<file path="src/rtl/serial_add_ctrl.sv">
// serial_add_ctrl: WIDTH-bit add/subtract done one nibble per cycle through a single external 4-bit CLA slice.
// Latency: start sampled at edge E0, done pulses in the cycle after edge E0+N (N = WIDTH/4); busy for N cycles.
// Backpressure: none; start is ignored while busy. Define SERIAL_ADD_ABORT_EN to add an abort input for RUN.
module serial_add_ctrl #(
  parameter int WIDTH = 32  // multiple of 4, at least 8
) (
  input  logic             clk,
  input  logic             rst,
`ifdef SERIAL_ADD_ABORT_EN
  input  logic             abort,
`endif
  input  logic             start,
  input  logic             sub,
  input  logic [WIDTH-1:0] a,
  input  logic [WIDTH-1:0] b,
  output logic             busy,
  output logic             done,
  output logic [WIDTH-1:0] sum,
  output logic             cout,
  output logic             ovf,
  output logic             zero,
  output logic [3:0]       slice_x,
  output logic [3:0]       slice_y,
  output logic             slice_cin,
  input  logic [3:0]       slice_f,
  input  logic             slice_cout,
  input  logic             slice_c2
);

  localparam int N  = WIDTH / 4;
  localparam int CW = (N > 1) ? $clog2(N) : 1;
  localparam logic [CW-1:0] LAST = CW'(N - 1);

  typedef enum logic [1:0] {
    IDLE = 2'd0,
    RUN  = 2'd1,
    DONE = 2'd2
  } state_t;

  state_t           state_q, state_d;
  logic [CW-1:0]    cnt_q, cnt_d;
  logic             carry_q, carry_d;
  logic [WIDTH-1:0] a_q, a_d;
  logic [WIDTH-1:0] b_q, b_d;
  logic [WIDTH-1:0] acc_q, acc_d;
  logic [WIDTH-1:0] sum_q, sum_d;
  logic             cout_q, cout_d;
  logic             ovf_q, ovf_d;
  logic             zero_q, zero_d;

  logic             abort_w;
  logic [3:0]       x_nib;
  logic [3:0]       y_nib;
  logic [WIDTH-1:0] acc_upd;

`ifdef SERIAL_ADD_ABORT_EN
  assign abort_w = abort;
`else
  assign abort_w = 1'b0;
`endif

  // Select the current operand nibbles and build the accumulator with the slice result merged in
  always_comb begin
    x_nib   = 4'h0;
    y_nib   = 4'h0;
    acc_upd = acc_q;
    for (int i = 0; i < N; i++) begin
      if (cnt_q == CW'(i)) begin
        x_nib              = a_q[4*i +: 4];
        y_nib              = b_q[4*i +: 4];
        acc_upd[4*i +: 4]  = slice_f;
      end
    end
  end

  // Slice is driven only while a nibble step is in flight; quiet zeros otherwise
  always_comb begin
    slice_x   = 4'h0;
    slice_y   = 4'h0;
    slice_cin = 1'b0;
    if (state_q == RUN) begin
      slice_x   = x_nib;
      slice_y   = y_nib;
      slice_cin = carry_q;
    end
  end

  // Next-state: accept in IDLE/DONE, step one nibble per cycle in RUN, commit on the last nibble
  always_comb begin
    state_d = state_q;
    cnt_d   = cnt_q;
    carry_d = carry_q;
    a_d     = a_q;
    b_d     = b_q;
    acc_d   = acc_q;
    sum_d   = sum_q;
    cout_d  = cout_q;
    ovf_d   = ovf_q;
    zero_d  = zero_q;
    case (state_q)
      IDLE, DONE: begin
        if (start) begin
          // Subtraction is a + ~b + 1: invert B here and seed the carry with 1
          a_d     = a;
          b_d     = sub ? ~b : b;
          carry_d = sub;
          cnt_d   = '0;
          state_d = RUN;
        end else begin
          state_d = IDLE;
        end
      end
      RUN: begin
        if (abort_w) begin
          // Abort wins over the commit; results from the last completed op stay visible
          state_d = IDLE;
        end else begin
          acc_d   = acc_upd;
          carry_d = slice_cout;
          cnt_d   = cnt_q + CW'(1);
          if (cnt_q == LAST) begin
            sum_d   = acc_upd;
            cout_d  = slice_cout;
            // Signed overflow: carry into the MSB differs from carry out of it
            ovf_d   = slice_c2 ^ slice_cout;
            zero_d  = (acc_upd == '0);
            cnt_d   = '0;
            state_d = DONE;
          end
        end
      end
      default: begin
        state_d = IDLE;
      end
    endcase
  end

  // State and datapath registers with synchronous reset
  always_ff @(posedge clk) begin
    if (rst) begin
      state_q <= IDLE;
      cnt_q   <= '0;
      carry_q <= 1'b0;
      a_q     <= '0;
      b_q     <= '0;
      acc_q   <= '0;
      sum_q   <= '0;
      cout_q  <= 1'b0;
      ovf_q   <= 1'b0;
      zero_q  <= 1'b0;
    end else begin
      state_q <= state_d;
      cnt_q   <= cnt_d;
      carry_q <= carry_d;
      a_q     <= a_d;
      b_q     <= b_d;
      acc_q   <= acc_d;
      sum_q   <= sum_d;
      cout_q  <= cout_d;
      ovf_q   <= ovf_d;
      zero_q  <= zero_d;
    end
  end

  assign busy = (state_q == RUN);
  assign done = (state_q == DONE);
  assign sum  = sum_q;
  assign cout = cout_q;
  assign ovf  = ovf_q;
  assign zero = zero_q;

endmodule

</file>
<file path="config.mk">
export PLATFORM = sky130hd
export DESIGN_NAME = serial_add_ctrl
export DESIGN_NICKNAME = d
export VERILOG_FILES = /design/src/rtl/serial_add_ctrl.sv
export SDC_FILE = /design/constraint.sdc
export NUM_CORES = 1
export LEC_CHECK = 0
export CAP_MARGIN = 20
export CORE_MARGIN = 3
export CORE_UTILIZATION = 45
export DETAILED_ROUTE_END_ITERATION = 16
export PLACE_DENSITY = 0.71
export SLEW_MARGIN = 25
export SYNTH_ARGS = -nofsm -noshare
export SYNTH_HDL_FRONTEND = slang
export SYNTH_SLANG_ARGS = --single-unit
</file>
<file path="constraint.sdc">
create_clock -name clk -period 2.35 [get_ports clk]
set_input_delay 0.235 -clock clk [delete_from_list [all_inputs] [get_ports clk]]
set_output_delay 0.235 -clock clk [all_outputs]
set_load 0.02 [all_outputs]
</file>
After elaboration in Yosys (flattened, before gate mapping)
Cells that the tools add are included.
- add/sub/neg operators: 1
- eq/ne operators: 11
- multiplexer cells: 36
- bitwise operators: 2
- reductions and logical operators: 8
- operator list (kind ; count):
    4-bit 2-to-1 mux ; 26
    32-bit zero test ; 1
    32-bit 2-to-1 mux ; 1
    32-bit NOT ; 1
    3-bit == test, second input constant ; 4
    3-bit by 2-bit == test with 1-bit output, second input constant ; 2
    3-bit 2-to-1 mux ; 2
    3-bit one-hot mux with 2 select lines ; 1
    2-bit AND reduction ; 3
    2-bit one-hot mux with 2 select lines ; 1
    3-bit by 1-bit adder with 3-bit output, second input constant ; 1
    3-bit by 1-bit == test with 1-bit output, second input constant ; 1
    3-bit zero test ; 1
    1-bit 2-to-1 mux ; 3
    2-bit by 1-bit == test with 1-bit output, second input constant ; 1
    2-bit == test, second input constant ; 1
    2-bit zero test ; 1
    2-bit 2-to-1 mux ; 1
    2-bit by 1-bit != test with 1-bit output, second input constant ; 1
    2-bit != test, second input constant ; 1
    1-bit one-hot mux with 2 select lines ; 1
    2-bit nonzero test ; 1
    2-bit OR reduction ; 1
    1-bit bitwise XOR ; 1
- register bits after elaboration: 137
- output and inout bits: 46
- word-level logic and storage cells: 68

Longest topological paths before layout
- word-level depth: 10
- mapped depth: 9
- depth with buffers taken out: 7

Least setup slack after synthesis
Ideal clock, no wire load.
- path type: flip-flop to output port
- start: register cnt_q[2]
- end: output port slice_x[0]
- arrival: 1873 ps
- data required time: 2115 ps
- slack: 242 ps
- stages on the path, launching flop included: 8
- buffers on the path: 2
- path through: dfxtp_1 > buf_4 > inv_1 > ha_1 > buf_2 > nor2_1 > o211ai_1 > a41oi_1
- word-level cells in the longest chain between the ends: 10
- RTL lines (item ; RTL line ; source):
    from (decl) ; 41 ; logic [CW-1:0] cnt_q, cnt_d;
    from (signal assigned) ; 153 ; cnt_q <= cnt_d;
    3-bit zero test ; 68 ; if (cnt_q == CW'(i)) begin
    4-bit 2-to-1 mux (7 in a row) ; 68 ;
    4-bit 2-to-1 mux (*) ; 68 ;
    4-bit 2-to-1 mux (*) ; 81 ; if (state_q == RUN) begin
    to (decl) ; 22 ; output logic [3:0] slice_x,
Every way passes the cells marked *; elsewhere a longest branch is shown, timed or not.

Final worst setup path
- start: register cnt_q[0]
- end: output port slice_x[0]
Same word-level chain as after synthesis.

==> flow_summary.ini <==
[finish]
multi_input_area_mm2 = 0.00333
drive_above_1_share_pct = 10.9
layout_commonest_cell = nand2_1
n_fill_cell = 1220
fin_util_pct = 61.5
finalNetCount = 964
areaGrowthSynthToFinish_pct = 31.6
final_cell_area_mm2 = 0.00827
regArea_mm2 = 0.00267
layout_common_cells = 147 x nand2_1, 131 x dfxtp_1, 112 x nor2_1
n_antenna_cell = 0

[die]
dieArea_mm2 = 0.0154
rows = 42
ioPinCount = 120
die_w_um = 124
initial_core_util_pct = 46.7
dieHeight_um = 124
core_region_area_mm2 = 0.0135

[critical_path]
crit_arrival_ns = 2.07
ff2ff_setup_slack_ns = 0.30
crit_type = reg -> out
worstPathMaxFanout = 8
crit_buf_inv = 2
crit_path_cell_trace = ha_1 > ha_2 > buf_4 > o21ai_0 > nand3_1 > a41oi_2 > buf_4
crit_top_cell = buf_4
startpoint_type = flop
crit_family = adder cells
crit_slowest_cell = dfxtp_2
worst_ep_required_time_ns = 2.12
critPathCaptureType = primary output
worst_path_largest_cell_delay_ns = 0.33

[logic_synthesis]
synth-xor-area-share_pct = 4.60
avgSynthCellArea_um2 = 8.03
synthesis.nets = 862
synth.area.mux_share_pct = 6.53
synth-simple-area-share_pct = 21.8
ys_seq_area_share_pct = 42.4
syn_inst = 782
synth_seq_cells = 133
netlist_area_mm2 = 0.00628
synth_adder_area_share_pct = 1.19
ys_warn_count = 0
synth.distinct_cells = 37
synth_compound_area_share_pct = 17.6
synth_top_family_by_area = simple AND/OR/NAND/NOR gates

[grt]
grt_use_total_pct = 22.9
grt_start_max_net_pins = 64
grt_pass1_vias = 5719
grt.overflow.total = 0
grt_pass1_wl_um = 27700
antenna_found_initial = 0

[flow_run]
drv_cap = 0

[timing]
timing.fmax_ghz = 0.433
fin_crit_sh_pct = 98.3
timing.setup.tns_ns = 0
hold_viol = 0
worst_slew_pin_slew_ns = 0.635
relSlewSlack_pct = 57.3
grt_setup_unrepaired = true
setup_violations = 0
finalClockSkew_ns = 0.00489
period_minus_slack_ns = 2.31
drv_slew = 0

[cts]
numCtsBuffers = 17
clk_pin_slew_worst_paths_ns = 0.05
cts_setup_buffers = 0
insertion_delay_ns = 0.41
root_buffer = clkbuf_16
cts_tree = done
htree_num_levels = 4
cts_sinks = 133
clock_path_buffers = 2
ctsHoldBuffers = 0

[min_path]
hold_path.class = in -> reg

[power_and_ir_drop]
pwr_density_cell_mw_per_mm2 = 649
peakVddDrop_v = 0.000436
total_leakage_power_nw = 2.93

[routing]
antenna_left = 0
vias = 5748
dr.pass1.iters = 7
drc = 0
drtIter0Drc = 381
route.detailed.wl_per_inst_um = 15.9
via_per_inst = 5.37
wirelength_um = 17100

[placed_design]
gp_congestion = 0.940
dpl_cell_area_mm2 = 0.00771
hpwl_um = 12100
io_buffers = 119

[status]
status = finished, final reports clean
-- per-layer routing --
metal	share of wire, %	track usage [%]	up-vias
li1	-	-	2879
met1	45	29.2	2690
met2	48	38.8	157
met3	5.3	4.50	22
met4	1.5	8.01	0
met5	0	0	-
-- sequential cells by signal (all words and copies together), names as in the netlist --
signal and cells:
b_q 32, cout 1, carry_q 1, ovf 1
cnt_q 3, sum 32, a_q 32, state_q 2
zero 1, acc_q 28
-- worst register-to-register path, stage by stage, from the launching register on --
cell and delay, ns:
dfxtp_2 0.33, inv_1 0.09, ha_2 0.23, buf_4 0.17
nor2b_4 0.29, mux2i_1 0.31, nand3b_1 0.11, nand4b_1 0.22
o31ai_2 0.23
-- logic make-up (layout without fill, tap and decap cells) --
family	Yosys count	in the layout
simple gates	326	326
compound gates	162	162
flops	133	133
buf+inv	81	194
mux	41	41
xor+xnor	33	33
fa+ha+maj	6	6
-- cells in the mapped netlist --
library cell  number  area (um^2)
nand2_1          147          552
dfxtp_1          133         2660
nor2_1           113          424
a211oi_1          50          375
a21oi_1           46          230
clkbuf_1          44          165
mux2i_1           41          410
xnor2_1           33          289
nand3_1           24          120
buf_2             21          105
o21ai_0           19         95.1
nor2b_1           13         81.3
a311oi_1          12          105
nand2b_1          12         75.1
o2111ai_1          9         78.8
a41oi_1            8         70.1
o211ai_1           8         60.1
and2_1             7         43.8
ha_1               6         75.1
buf_1              4         15.0
buf_6              4         45.0
inv_1              4         15.0
buf_4              3         22.5
nor4_1             3         18.8
o31ai_1            3         22.5
a22oi_1            2         15.0
nand3b_1           2         15.0
nor3_1             2         10.0
a21oi_2            1         8.76
clkbuf_2           1         5.00
nand4b_1           1         8.76
nor2b_4            1         13.8
o21ai_1            1         5.00
o22a_1             1         8.76
o31ai_2            1         12.5
o41ai_2            1         16.3
or3_1              1         6.26
-- metrics by stage --
step                hold WS, ns  instances  power, mW  setup WS (ns)
floorplan                 0.371        782       2.85          0.242
global placement          0.446       1041       3.11        -0.0293
detailed placement        0.450       1041       3.13        -0.0754
CTS                       0.278       1071       5.39        0.00370
global route              0.323       1071       5.58        -0.0389
finish                    0.281       1071       5.37         0.0407
-- report_power, final --
part           internal (mW)  total, mW  switching (mW)
registers               2.35       2.42          0.0622
logic                  0.326      0.683           0.356
clock network           1.38       2.27           0.887
-- area by class of cell --
type,instances,share of cell area [%]
multi-input combinational,568,40.3
clock buffer,25,5.75
timing repair buffer,160,18.5
inverter,4,0.227
clock inverter,5,0.333
sequential,133,32.2
tap,176,2.66
-- worst paths after layout --
path / end / startpoint / cells after the start
setup reg to reg: zero / cnt_q[0] / 8
hold reg to reg: a_q[22] / a_q[22] / 2
setup / recovery: slice_x[0] / cnt_q[0] / 7
hold / removal: acc_q[16] / rst / 2
-- what timing repair did --
| item | in CTS | in global routing |
|---|---|---|
| gates cloned | 0 | 0 |
| endpoints found under the setup margin | 8 | 9 |
| resized for setup | 53 | 15 |
No activity file was read; power rests on OpenSTA's default activity.
